## config.mk

```make
export PLATFORM = sky130hd
export DESIGN_NAME = feature_result_arbiter_flat
export DESIGN_NICKNAME = d
export VERILOG_FILES = /design/src/rtl/feature_result_arbiter_if.sv /design/src/rtl/feature_result_arbiter.sv /design/src/flat_wrapper.sv
export SDC_FILE = /design/constraint.sdc
export NUM_CORES = 1
export LEC_CHECK = 0
export ABC_AREA = 1
export CORE_AREA = 2 2 127 129
export DETAILED_ROUTE_END_ITERATION = 6
export DIE_AREA = 0 0 129 131
export HOLD_SLACK_MARGIN = 0.12
export SLEW_MARGIN = 40
export SYNTH_ARGS = -nofsm -noshare
export SYNTH_HDL_FRONTEND = slang
export SYNTH_SLANG_ARGS = --single-unit
```

## constraint.sdc

```tcl
create_clock -name clk -period 6.4 [get_ports clk]
set_clock_uncertainty 0.1 [all_clocks]
set_input_delay 1.28 -clock clk [delete_from_list [all_inputs] [get_ports clk]]
set_output_delay 1.28 -clock clk [all_outputs]
set_load 0.05 [all_outputs]
```

## src/rtl/feature_result_arbiter_if.sv

```systemverilog
// Result bus between the feature arbiter and the host side.
// The arbiter drives the result and the host drives out_ready.
interface feature_result_arbiter_if #(
    parameter int DATA_WIDTH = 16
);
    logic                  out_valid;
    logic                  out_ready;
    logic [1:0]            out_tag;
    logic [DATA_WIDTH-1:0] out_data;

    modport master (
        output out_valid,
        output out_tag,
        output out_data,
        input  out_ready
    );

    modport slave (
        input  out_valid,
        input  out_tag,
        input  out_data,
        output out_ready
    );
endinterface

```

## src/rtl/feature_result_arbiter.sv

```systemverilog
// Round-robin arbiter sharing one result bus between ZCR right/left,
// STE and subMean, with one-entry slots and frame completion tracking.
module feature_result_arbiter #(
    parameter int DATA_WIDTH = 16,
    parameter int ZCR_WIDTH  = 6
) (
    input  logic                  clk,
    input  logic                  reset,
    input  logic [ZCR_WIDTH-1:0]  zcr_r_count,
    input  logic                  zcr_r_valid,
    input  logic [ZCR_WIDTH-1:0]  zcr_l_count,
    input  logic                  zcr_l_valid,
    input  logic                  ste_in,
    input  logic                  ste_valid,
    input  logic [DATA_WIDTH-1:0] sub_data,
    input  logic                  sub_valid,
    input  logic                  overrun_clr,
    feature_result_arbiter_if.master rbus,
    output logic                  frame_done,
    output logic [15:0]           frame_cnt,
    output logic [3:0]            overrun
);

    typedef logic [DATA_WIDTH-1:0] data_t;

    logic [3:0]  r_full;
    data_t       r_slot [4];
    logic [1:0]  r_ptr;
    logic        r_out_valid;
    logic [1:0]  r_out_tag;
    data_t       r_out_data;
    logic [2:0]  r_seen;
    logic        r_frame_done;
    logic [15:0] r_frame_cnt;
    logic [3:0]  r_overrun;

    logic [3:0]  w_stb;
    data_t       w_din [4];
    logic        w_gnt_any;
    logic [1:0]  w_gnt_idx;
    logic [1:0]  w_cand;
    logic        w_load;
    logic        w_take;
    logic [3:0]  w_gnt_vec;
    logic [3:0]  w_ovr_set;
    logic [2:0]  w_seen_nxt;
    logic        w_done;

    assign w_stb = {sub_valid, ste_valid, zcr_l_valid, zcr_r_valid};

    always_comb begin
        w_din[0] = DATA_WIDTH'(zcr_r_count);
        w_din[1] = DATA_WIDTH'(zcr_l_count);
        w_din[2] = DATA_WIDTH'(ste_in);
        w_din[3] = sub_data;
    end

    // Walk from the farthest candidate back to the pointer so the
    // nearest full slot in round-robin order wins.
    always_comb begin
        w_gnt_any = 1'b0;
        w_gnt_idx = r_ptr;
        w_cand    = r_ptr;
        for (int i = 3; i >= 0; i--) begin
            w_cand = r_ptr + 2'(i);
            if (r_full[w_cand]) begin
                w_gnt_any = 1'b1;
                w_gnt_idx = w_cand;
            end
        end
    end

    assign w_load    = !r_out_valid || rbus.out_ready;
    assign w_take    = w_load && w_gnt_any;
    assign w_gnt_vec = w_take ? (4'b0001 << w_gnt_idx) : 4'b0000;
    assign w_ovr_set = w_stb & r_full & ~w_gnt_vec;

    assign w_seen_nxt = r_seen | w_gnt_vec[2:0];
    assign w_done     = &w_seen_nxt;

    always_ff @(posedge clk or negedge reset) begin
        if (!reset) begin
            r_full <= '0;
            for (int s = 0; s < 4; s++) r_slot[s] <= '0;
        end else begin
            for (int s = 0; s < 4; s++) begin
                if (w_stb[s] && (!r_full[s] || w_gnt_vec[s])) begin
                    r_slot[s] <= w_din[s];
                    r_full[s] <= 1'b1;
                end else if (w_gnt_vec[s]) begin
                    r_full[s] <= 1'b0;
                end
            end
        end
    end

    always_ff @(posedge clk or negedge reset) begin
        if (!reset) begin
            r_out_valid <= 1'b0;
            r_out_tag   <= '0;
            r_out_data  <= '0;
            r_ptr       <= '0;
        end else if (w_load) begin
            r_out_valid <= w_gnt_any;
            if (w_gnt_any) begin
                r_out_tag  <= w_gnt_idx;
                r_out_data <= r_slot[w_gnt_idx];
                r_ptr      <= w_gnt_idx + 2'd1;
            end
        end
    end

    always_ff @(posedge clk or negedge reset) begin
        if (!reset) begin
            r_seen       <= '0;
            r_frame_done <= 1'b0;
            r_frame_cnt  <= '0;
        end else begin
            r_frame_done <= w_done;
            if (w_done) begin
                r_seen      <= '0;
                r_frame_cnt <= r_frame_cnt + 16'd1;
            end else begin
                r_seen <= w_seen_nxt;
            end
        end
    end

    // A drop in the same cycle as a clear keeps its bit set.
    always_ff @(posedge clk or negedge reset) begin
        if (!reset) begin
            r_overrun <= '0;
        end else begin
            r_overrun <= (overrun_clr ? 4'b0000 : r_overrun) | w_ovr_set;
        end
    end

    assign rbus.out_valid = r_out_valid;
    assign rbus.out_tag   = r_out_tag;
    assign rbus.out_data  = r_out_data;
    assign frame_done     = r_frame_done;
    assign frame_cnt      = r_frame_cnt;
    assign overrun        = r_overrun;

endmodule

```

## src/flat_wrapper.sv

```systemverilog
// flat-port wrapper written by rule: the top's interface ports become plain ports
module feature_result_arbiter_flat 
#(
    parameter int DATA_WIDTH = 16,
    parameter int ZCR_WIDTH  = 6
)
  (clk, reset, zcr_r_count, zcr_r_valid, zcr_l_count, zcr_l_valid, ste_in, ste_valid, sub_data, sub_valid, overrun_clr, frame_done, frame_cnt, overrun, rbus_out_valid, rbus_out_tag, rbus_out_data, rbus_out_ready);
  feature_result_arbiter_if #(.DATA_WIDTH(DATA_WIDTH)) rbus_i ();
  input  logic clk;
  input  logic reset;
  input  logic [ZCR_WIDTH-1:0] zcr_r_count;
  input  logic zcr_r_valid;
  input  logic [ZCR_WIDTH-1:0] zcr_l_count;
  input  logic zcr_l_valid;
  input  logic ste_in;
  input  logic ste_valid;
  input  logic [DATA_WIDTH-1:0] sub_data;
  input  logic sub_valid;
  input  logic overrun_clr;
  output logic frame_done;
  output logic [15:0] frame_cnt;
  output logic [3:0] overrun;
  output wire logic [$bits(rbus_i.out_valid)-1:0] rbus_out_valid;
  output wire logic [$bits(rbus_i.out_tag)-1:0] rbus_out_tag;
  output wire logic [$bits(rbus_i.out_data)-1:0] rbus_out_data;
  input wire logic [$bits(rbus_i.out_ready)-1:0] rbus_out_ready;
  assign rbus_out_valid = rbus_i.out_valid;
  assign rbus_out_tag = rbus_i.out_tag;
  assign rbus_out_data = rbus_i.out_data;
  assign rbus_i.out_ready = rbus_out_ready;
  feature_result_arbiter #(.DATA_WIDTH(DATA_WIDTH), .ZCR_WIDTH(ZCR_WIDTH)) u_core (.clk(clk), .reset(reset), .zcr_r_count(zcr_r_count), .zcr_r_valid(zcr_r_valid), .zcr_l_count(zcr_l_count), .zcr_l_valid(zcr_l_valid), .ste_in(ste_in), .ste_valid(ste_valid), .sub_data(sub_data), .sub_valid(sub_valid), .overrun_clr(overrun_clr), .rbus(rbus_i), .frame_done(frame_done), .frame_cnt(frame_cnt), .overrun(overrun));
endmodule
```

==> run summary <==
outcome - finished, final reports clean
P_int - 1.39 mW
post-synthesis sequential area ratio - 51.2%
CTS H-Tree Depth - 3
Place WS - 2810 ps
WP data arrival - 3340 ps
Seq pwr share - 30.6%
Netlist cell types - 29
Final Hold Vio Count - 0
Buf+Inv Stages, Crit Path - 3
Final ANT Viol Nets - 0
die area - 16900 um2
initial core utilization - 24.4%
R2R setup slack - 3610 ps
Worst slew margin - 52.5%
Slew @ Worst Pin - 712 ps
initial antenna violation count - 0
Post-Syn Nets - 501
post-layout min period - 3220 ps
IO Count - 77
period utilisation layout - 50.2%
TritonCTS Buffers - 9
Clock Root Buffer - clkbuf_16
CP required - 6530 ps
final setup margin - 3180 ps
crit-path cells - clkdlybuf4s50_1 -> nor2_1 -> inv_1 -> nand2_2 -> inv_2 -> nand3_2 -> nand2_4 -> nand2_4 -> nand2_1 -> nand2_1
clk sinks - 78
first-pass GRT wire length - 16.1 mm
Vias - 3265
vias in the first global route - 3248
GR Overflow Total - 0
1st-pass router iterations - 6
Syn Inst Count - 463
P&R area growth vs syn - 31.7%
CP top delay family - simple AND/OR/NAND/NOR gates
Clock Pin Slew Worst Setup and Hold Paths - 70 ps
static leakage - 2.42 nW
CTS tree - built
WL/cell - 12.8 um
CORE AREA - 15600 um2
type of the tightest min-delay check - reg2reg
post-CTS setup buffers - 0
Synth Register Bits - 78
Iter 0 DRT Violations - 140
Net Sw Frac - 49.5%
sw power - 1.36 mW
Post-Syn Area - 3810 um2
Avg Synthesized Cell Area - 8.23 um2
synthesis warning total - 0
Port Buffers - 76
die width - 129 um
Slowest-stage cell, CP - clkdlybuf4s50_1
FILL cells - 1611
FP Rows - 46
Comb power frac - 51.4%
Final setup viols - 0
Setup crit start kind - primary input
max_cap viols - 0
Antenna Cells - 0
CTS Buffer Depth - 2
dpl hpwl - 7.03 mm
RSZ-0062 raised after global routing - false
Setup crit end kind - flop
routed vias/inst - 4.33
final WL - 9.62 mm
die height - 131 um
Tot Pwr - 2.75 mW
Total GRT Usage - 12.2%
kind of critical path - in2reg
largest net degree at the start of global routing - 79
share of cells above drive strength 1 - 7.25%
Placer Congestion - 0.822
Final nets - 571
Critical Path Fanout Max - 23
worst skew pair latency - 340 ps
fin util - 32.2%
maximum operating frequency - 311 MHz
Fin Hold WS - 372 ps
cts hold-fix bufs - 0
maximum vdd drop - 0.188 mV
Slew Limit Fails - 0
post-cts sizing count - 0
final setup TNS - 0 ps
drt drc - 0
Pwr Density - 548 nW/um2
Clk pwr share - 18.0%
Crit path largest cell delay - 460 ps
cell usage after synthesis:
library cell	number	area (um2)
o22ai_1	4	25.0
clkbuf_1	5	18.8
buf_4	3	22.5
xor2_1	10	87.6
a21boi_0	1	7.51
buf_6	4	45.0
nor3_1	7	35.0
o21ai_0	17	85.1
nand3_4	1	17.5
xnor2_1	4	35.0
inv_4	1	6.26
ha_1	1	12.5
nand2_1	167	627
nor2_1	17	63.8
nand3_1	44	220
nand4_4	1	21.3
nand2_2	5	31.3
dfrtp_1	78	1950
inv_1	45	169
a21oi_1	5	25.0
clkinv_2	1	5.00
buf_2	5	25.0
nor2_2	1	6.26
inv_2	2	7.51
nand4_1	18	113
nand3_2	3	30.0
o211ai_1	6	45.0
nand2_4	6	67.6
or2_2	1	6.26
cell type report:
| cell class | count | area, um2 | area share, % |
|---|---|---|---|
| flip-flops and latches | 78 | 1950 | 38.9 |
| multi-input cells | 319 | 1560 | 31.1 |
| repair buffers | 76 | 762 | 15.2 |
| well taps | 216 | 270 | 5.38 |
| clock buffers | 9 | 225 | 4.49 |
| inverters | 49 | 188 | 3.74 |
| clock inverters | 7 | 61.3 | 1.22 |
state kept, by name (all words and copies together) (netlist names):
register / cells
u_core.frame_done: 1
u_core.r_seen: 3
u_core.r_full: 4
u_core.frame_cnt: 16
u_core.rbus.out_tag: 2
u_core.r_ptr: 2
u_core.r_slot: 29
u_core.rbus.out_valid: 1
u_core.overrun: 4
u_core.rbus.out_data: 16
stage by stage:
step | std cells | area, um2
2_1_floorplan | 463 | 3810
3_3_place_gp | 738 | 4730
3_5_place_dp | 738 | 4730
4_1_cts | 754 | 5020
5_1_grt | 754 | 5020
6_report | 754 | 5020
layout by cell type (no fill, tap or decap), drive strengths merged, types with 9 or more instances in the layout:
| master | n |
|---|---|
| clkbuf | 9 |
| clkdlybuf4s50 | 75 |
| dfrtp | 78 |
| inv | 53 |
| nand2 | 178 |
| nand3 | 48 |
| nand4 | 19 |
| nor2 | 18 |
| o21ai | 17 |
| xor2 | 10 |
path summary, 6_finish.rpt:
kind,start,endpoint,cells past startpoint
max,rbus_out_ready,u_core.r_slot[11]$_DFFE_PN0P_,10
min,u_core.r_slot[14]$_DFFE_PN0P_,u_core.r_slot[14]$_DFFE_PN0P_,2
max reg2reg,u_core.r_ptr[0]$_DFFE_PN0N_,u_core.r_slot[11]$_DFFE_PN0P_,13
min reg2reg,u_core.r_slot[14]$_DFFE_PN0P_,u_core.r_slot[14]$_DFFE_PN0P_,2
max in group asynchronous,reset,u_core.frame_cnt[6]$_DFFE_PN0P_,1
min in group asynchronous,reset,u_core.r_slot[8]$_DFFE_PN0P_,1
power groups by stage:
| stage | Sequential [mW] | Combinational, mW | Clock, mW |
|---|---|---|---|
| global placement | 0.844 | 1.39 | 0 |
| floorplan | 1.08 | 0.832 | 0 |
| global route | 0.869 | 1.58 | 0.528 |
| finish | 0.842 | 1.41 | 0.494 |
| detailed placement | 0.848 | 1.42 | 0 |
| CTS | 0.843 | 1.43 | 0.508 |
worst register-to-register path, stage by stage (launching register included):
cell     delay [ps]
dfrtp_1         560
inv_4           100
nand2_1         120
nand3_1         110
nand2_1         100
nor2_1           50
nand2_1          80
nand2_2         260
inv_2           300
nand3_2         270
nand2_4         290
nand2_4         170
nand2_1         120
nand2_1          50
per-layer routing:
metal | GRT usage [%] | vias up | wire length, um
met5 | 0 | - | 0
met4 | 5.82 | 0 | 313
met1 | 16.4 | 1527 | 4420
met2 | 18.3 | 83 | 4300
li1 | - | 1634 | -
met3 | 3.05 | 21 | 590
kinds of logic (layout without fill, tap and decap cells):
family | count (synthesis) | count (layout) | synth area share (%)
flops | 78 | 78 | 51.2
compound gates | 33 | 33 | 4.92
buf+inv | 66 | 141 | 7.84
fa+ha+maj | 1 | 1 | 0.328
xor+xnor | 14 | 14 | 3.22
simple gates | 271 | 271 | 32.5
(Power assumes the default switching activity.)
